[src/rtl/uart_tx_fifo.sv]
// Purpose : byte FIFO feeding the UART transmitter, with a drain FSM that issues
//           one byte per LOAD pulse and follows TX_BUSY until that byte completes.
// Latency : WR into an empty FIFO with an idle transmitter -> LOAD on the 2nd edge
//           after the WR edge; next LOAD 2 cycles after TX_BUSY falls.
// Backpr. : no stall to the CPU; a push while FULL (no same-cycle pop) is dropped
//           and sets sticky OVERRUN until CLR_OVR.
//
// Ports:
//   CLK_100MHz, RESET_N     clock, asynchronous active-low reset
//   WR, IN[15:0]            push strobe and data (IN[7:0] stored)
//   CLR_OVR                 clears OVERRUN (a same-cycle drop wins)
//   FULL, EMPTY, COUNT      occupancy, derived from the registered count
//   OVERRUN                 sticky dropped-push flag
//   STATUS[15:0]            {11'b0, OVERRUN, FULL, EMPTY, DRAIN_ACTIVE, 1'b0}
//   LOAD, DATA_OUT[15:0]    one-cycle issue pulse and {8'b0, byte}, held until next LOAD
//   TX_BUSY                 transmitter busy, rises one cycle after LOAD
module uart_tx_fifo #(
  parameter int DEPTH  = 16,
  parameter int ADDR_W = 4
) (
  input  logic              CLK_100MHz,
  input  logic              RESET_N,
  input  logic              WR,
  input  logic [15:0]       IN,
  input  logic              CLR_OVR,
  output logic              FULL,
  output logic              EMPTY,
  output logic [ADDR_W:0]   COUNT,
  output logic              OVERRUN,
  output logic [15:0]       STATUS,
  output logic              LOAD,
  output logic [15:0]       DATA_OUT,
  input  logic              TX_BUSY
);

  localparam logic [ADDR_W:0] FULL_CNT = (ADDR_W + 1)'(DEPTH);

  typedef enum logic [1:0] {
    IDLE      = 2'd0,
    ISSUE     = 2'd1,
    WAIT_ACK  = 2'd2,
    WAIT_DONE = 2'd3
  } state_t;

  logic [7:0]        mem [DEPTH];
  logic [ADDR_W-1:0] wptr;
  logic [ADDR_W-1:0] rptr;
  logic [ADDR_W:0]   count;
  logic              overrun;
  logic              drain_active;
  logic              load_q;
  logic [15:0]       data_out_q;
  state_t            state;

  logic full;
  logic empty;
  logic pop;
  logic push;
  logic drop;

  // Upper half of the CPU word carries nothing for the transmitter.
  logic unused_in_hi;
  assign unused_in_hi = ^IN[15:8];

  assign full  = (count == FULL_CNT);
  assign empty = (count == '0);

  // The byte leaves the FIFO at the end of the ISSUE cycle; DATA_OUT was
  // already captured on entry to ISSUE, so a same-cycle push into a full
  // FIFO may safely overwrite the slot being vacated.
  assign pop  = (state == ISSUE);
  assign push = WR && (!full || pop);
  assign drop = WR && full && !pop;

  // Storage needs no reset: occupancy is tracked by count alone.
  always_ff @(posedge CLK_100MHz) begin
    if (push) begin
      mem[wptr] <= IN[7:0];
    end
  end

  always_ff @(posedge CLK_100MHz or negedge RESET_N) begin
    if (!RESET_N) begin
      wptr    <= '0;
      rptr    <= '0;
      count   <= '0;
      overrun <= 1'b0;
    end else begin
      if (push) wptr <= wptr + 1'b1;
      if (pop)  rptr <= rptr + 1'b1;
      case ({push, pop})
        2'b10:   count <= count + 1'b1;
        2'b01:   count <= count - 1'b1;
        default: count <= count;
      endcase
      // Set has priority over clear.
      if (drop) begin
        overrun <= 1'b1;
      end else if (CLR_OVR) begin
        overrun <= 1'b0;
      end
    end
  end

  always_ff @(posedge CLK_100MHz or negedge RESET_N) begin
    if (!RESET_N) begin
      state        <= IDLE;
      load_q       <= 1'b0;
      data_out_q   <= '0;
      drain_active <= 1'b0;
    end else begin
      case (state)
        IDLE: begin
          load_q <= 1'b0;
          if (!empty && !TX_BUSY) begin
            state        <= ISSUE;
            load_q       <= 1'b1;
            data_out_q   <= {8'h00, mem[rptr]};
            drain_active <= 1'b1;
          end else begin
            drain_active <= 1'b0;
          end
        end
        ISSUE: begin
          load_q <= 1'b0;
          state  <= WAIT_ACK;
        end
        WAIT_ACK: begin
          load_q <= 1'b0;
          if (TX_BUSY) state <= WAIT_DONE;
        end
        WAIT_DONE: begin
          load_q <= 1'b0;
          if (!TX_BUSY) begin
            state        <= IDLE;
            drain_active <= 1'b0;
          end
        end
        default: begin
          state        <= IDLE;
          load_q       <= 1'b0;
          drain_active <= 1'b0;
        end
      endcase
    end
  end

  assign FULL     = full;
  assign EMPTY    = empty;
  assign COUNT    = count;
  assign OVERRUN  = overrun;
  assign LOAD     = load_q;
  assign DATA_OUT = data_out_q;
  assign STATUS   = {11'b0, overrun, full, empty, drain_active, 1'b0};

endmodule

[config.mk]
export PLATFORM = sky130hd
export DESIGN_NAME = uart_tx_fifo
export DESIGN_NICKNAME = d
export VERILOG_FILES = /design/src/rtl/uart_tx_fifo.sv
export SDC_FILE = /design/constraint.sdc
export NUM_CORES = 1
export LEC_CHECK = 0
export ABC_AREA = 0
export CORE_UTILIZATION = 33
export CTS_BUF_LIST = sky130_fd_sc_hd__clkbuf_4 sky130_fd_sc_hd__clkbuf_8
export CTS_CLUSTER_SIZE = 12
export DETAILED_ROUTE_END_ITERATION = 8
export SYNTH_ARGS = -nofsm -noshare
export SYNTH_HDL_FRONTEND = slang
export SYNTH_SLANG_ARGS = --single-unit
[constraint.sdc]
create_clock -name CLK_100MHz -period 2.5 [get_ports CLK_100MHz]
set_input_delay 0.625 -clock CLK_100MHz [delete_from_list [all_inputs] [get_ports CLK_100MHz]]
set_output_delay 0.625 -clock CLK_100MHz [all_outputs]
set_load 0.02 [all_outputs]
Word level (Yosys, flattened, before mapping)
Memories as Yosys holds them, arrays and structs flattened. A register that Yosys moved wholly into a read port is not among the register bits.
Cells that the tools add are included.
W data, S select, Z words.
- multiplexer cells: 13
- reductions and logical operators: 19
- $add $sub $neg: 4
- equal/unequal tests: 9
- operator list (kind ; number):
    $pmux W5 S2 ; 1
    $add A4 B1 Y4 const B ; 2
    $pmux W2 S4 ; 1
    $eq A2 B2 Y1 const B ; 3
    $mux W1 ; 6
    $mux W2 ; 3
    $ne A2 B2 Y1 const B ; 3
    $reduce_bool A2 Y1 ; 3
    $add A5 B1 Y5 const B ; 1
    $eq A5 B5 Y1 const B ; 1
    $logic_not A1 Y1 ; 5
    $logic_not A5 Y1 ; 1
    $sub A5 B1 Y5 const B ; 1
    $eq A2 B1 Y1 const B ; 2
    $logic_and A1 B1 Y1 ; 4
    $pmux W1 S2 ; 2
    $reduce_and A2 Y1 ; 2
    $reduce_and A3 Y1 ; 1
    $reduce_or A3 Y1 ; 1
    $logic_not A2 Y1 ; 1
    $logic_or A1 B1 Y1 ; 1
- memory bits (writable): 128
- register bits after elaboration: 18
- word-level logic and storage cells: 53
- output and inout port bits: 41
- memories kept: 1
- memories (name ; depth ; width ; read ports ; clocked after memory_dff ; wr ports ; line ; RTL):
    mem ; 16 ; 8 ; 1 ; 1 ; 1 ; 45 ; logic [7:0] mem [DEPTH];

Logic depth before layout (Yosys ltp)
- depth in word-level cells: 6
- gate-level depth with buffers: 11

Least setup slack after synthesis
OpenSTA, ideal clock, no wires.
- path type: reg-to-output
- start: reg count[1] (netlist: COUNT[1])
- end: out STATUS[2]
- stages on the path, launching flop included: 5
- buffers on the path: 2
- data arrival time: 1.748 ns
- path slack: 0.127 ns
- data required time: 1.875 ns
- path through: dfrtp_1 buf_6 or4_4 nor2_1 buf_4
- cells in the longest elaborated chain, start to end: 1
- RTL lines (what ; line ; RTL):
    from (decl) ; 48 ; logic [ADDR_W:0] count;
    from (signal assigned) ; 92 ; 2'b10: count <= count + 1'b1;
    from (signal assigned) ; 93 ; 2'b01: count <= count - 1'b1;
    from (signal assigned) ; 94 ; default: count <= count;
    $logic_not A5 Y1 ; 66 ; assign empty = (count == '0);
    to (decl) ; 30 ; output logic [15:0] STATUS,
No other way between the ends.

Worst setup path in the final report
- start: reg count[0] (netlist: COUNT[0])
- end: out STATUS[2]
The elaborated chain is that of the path after synthesis.

==> results_dict.tcl <==
set metrics [dict create \
    ctsResizeCount 12 \
    period_share_pct 96.68 \
    critical_path_arrival_ps 1790 \
    final_nets 457 \
    drv_slew 0 \
    cp-end-kind "primary output" \
    diodes 0 \
    worst_pin_slew_ps 615.8 \
    cap_violations 0 \
    drc 0 \
    startpoint_type "flip-flop" \
    syn_inst 358 \
    ys_types 40 \
    preCtsSetupSlack_ps 67.74 \
    p_per_area_mw_per_mm2 1074 \
    fin_tns_setup_ps 0 \
    initial_core_util_pct 34.11 \
    cts_buffer_depth 2 \
    slew_headroom_pct 58.95 \
    drive_above_1_share_pct 27.46 \
    setup-violations-final 0 \
    globalRoute.totalOverflow 0 \
    viasPerCell 4.750 \
    cts.sinks 154 \
    drt_iter0_drc 160 \
    grt_pass1_wl_mm 19.91 \
    fmax_mhz 413.8 \
    ys.flop_type "edfxtp_1" \
    final.min_clock_period_ps 2417 \
    yosysMostFrequentCell "edfxtp_1" \
    seq_area_frac_synth_pct 69.73 \
    first_global_vias 3449 \
    synth_area_leaders "edfxtp_1, mux4_2, dfrtp_1, buf_4, mux2i_1" \
    wl_per_cell_um 18.33 \
    finalWeightedCongestion 0.7380 \
    cts_max_level 4 \
    synth_warnings 0 \
    ctsRootBufferMaster "clkbuf_8" \
    clk_pin_slew_worst_paths_ps 80 \
    crit_type "flip-flop to primary output" \
    skew_ps 10.54 \
    critPathBufInv 1 \
    ir_worst_vdd_uv 568.0 \
    multi_input_area_mm2 0.001724 \
    ios 62 \
    reg2reg_slack_ps 300 \
    dr.pass1.iters 4 \
    async_flop_share_pct 16.88 \
    die_area_mm2 0.02009 \
    clock_latency_ps 440 \
    cts_made_buffers 17 \
    cts_tree "yes" \
    drt-total-wl_mm 12.77 \
    hold_path.class "flip-flop to flip-flop" \
    synthTopCellsByCount "edfxtp_1, mux4_2, dfrtp_1" \
    required_ps 1880 \
    fin_util_pct 40.03 \
    die_w_um 141.8 \
    vias 3311 \
    yosys.area.top_type "edfxtp_1" \
    max_stage_delay_ps 560 \
    synth-edff-count 128 \
    ant_nets 0 \
    rows 50 \
    grt_max_degree 35 \
    grt_setup_unrepaired "false" \
    finalPower_mw 8.123 \
    post_cts_buffers 0 \
    core_mm2 0.01889 \
    syn2layout_area_growth_pct 17.36 \
    hpwlAfterDp_mm 8.174 \
    power_leakage_nw 2.668 \
    port_buffers 33 \
    worst_path_max_delay_cell "or4_4" \
    antenna_found_initial 0 \
    crit_family "simple AND/OR/NAND/NOR gates" \
    hold_viol 0 \
    holdBufCountCts 0 \
    grtUsageTotal_pct 13.95 \
    fill_cells 1743 \
    synth.top_cell.area_share_pct 59.64 \
    run_status "finished clean" \
    synth_area_mm2 0.006445 \
    fp.dieH_um 141.8 \
    layout_setup_ws_ps 83.08 \
    path_cells "or4_4, nor2_2, clkdlybuf4s15_2" \
    regArea_mm2 0.004496 \
    ys_seq_elements 154 \
    synth.avg_cell_area_um2 18.00 \
    cp_max_fo 3 \
]
## per-layer routing
metal | GRT usage [%] | vias up | share of wire, % | routed length, um
met2 | 23.00 | 88 | 50 | 6423
li1 | - | 1481 | - | -
met4 | 3.962 | 0 | 0.96 | 123
met3 | 3.476 | 12 | 4.9 | 621
met1 | 18.29 | 1730 | 44 | 5605
met5 | 0 | - | 0 | 0
## layout make-up
cell class	instances	area share, %
clock buffers	20	3.391
clock inverters	12	1.538
inverters	7	0.3474
multi-input cells	174	22.80
flip-flops and latches	154	59.44
well taps	260	4.301
repair buffers	70	8.189
## kinds of logic after synthesis
kind of cell / after synthesis / synth area share (%)
compound gates: 28 / 3.281
xor+xnor: 10 / 1.359
flops: 154 / 69.73
buf+inv: 49 / 4.756
fa+ha+maj: 12 / 2.330
other cells: 1 / 0.05819
mux: 53 / 14.52
simple gates: 51 / 3.960
## registers in the layout (all words and copies together) (netlist names)
signal and count:
mem 128, rptr 4, wptr 4, LOAD 1, state 2, drain_active 1
DATA_OUT 8, OVERRUN 1, COUNT 5
## per-stage QoR
step	instance area [um2]	hold WS, ps	cells
detailed placement	7196	508.5	665
global placement	7196	515.3	665
CTS	7580	540.4	697
global route	7564	561.8	697
floorplan	6516	329.4	377
finish	7564	532.9	697
## layout by cell type, fill, tap and decap left out, types with 4 or more instances in the layout
cell,n
a21oi_1,4
buf_4,35
clkbuf_8,17
clkdlybuf4s50_1,29
clkinvlp_4,4
conb_1,20
dfrtp_1,25
edfxtp_1,128
ha_1,12
inv_1,7
mux2_2,4
mux2i_1,17
mux4_2,32
nand2_1,15
nand2b_1,4
nor2_1,14
nor3_1,5
o21ai_0,6
o221ai_1,8
xnor2_1,7
## tightest hold or removal path: stages, from the launching register on
cell and delay, ps:
dfrtp_1 380, nand2_1 60, o221ai_1 60
## power by group
group          internal, mW  leakage (nW)  total [mW]  switching, mW
combinational          1.40          1.01        2.86           1.46
sequential             3.20          1.47        3.51          0.309
clock                 0.831         0.182        1.75          0.922
## worst paths after layout
kind                             startpoint  depth (start not counted)     endpoint
worst min-delay path            DATA_OUT[2]                          2  DATA_OUT[2]
worst max register to register     state[1]                          8     COUNT[4]
max in group asynchronous           RESET_N                          2      rptr[2]
min in group asynchronous           RESET_N                          2     state[0]
worst min register to register  DATA_OUT[2]                          2  DATA_OUT[2]
worst max-delay path               COUNT[0]                          3    STATUS[2]
(Power assumes the default switching activity.)
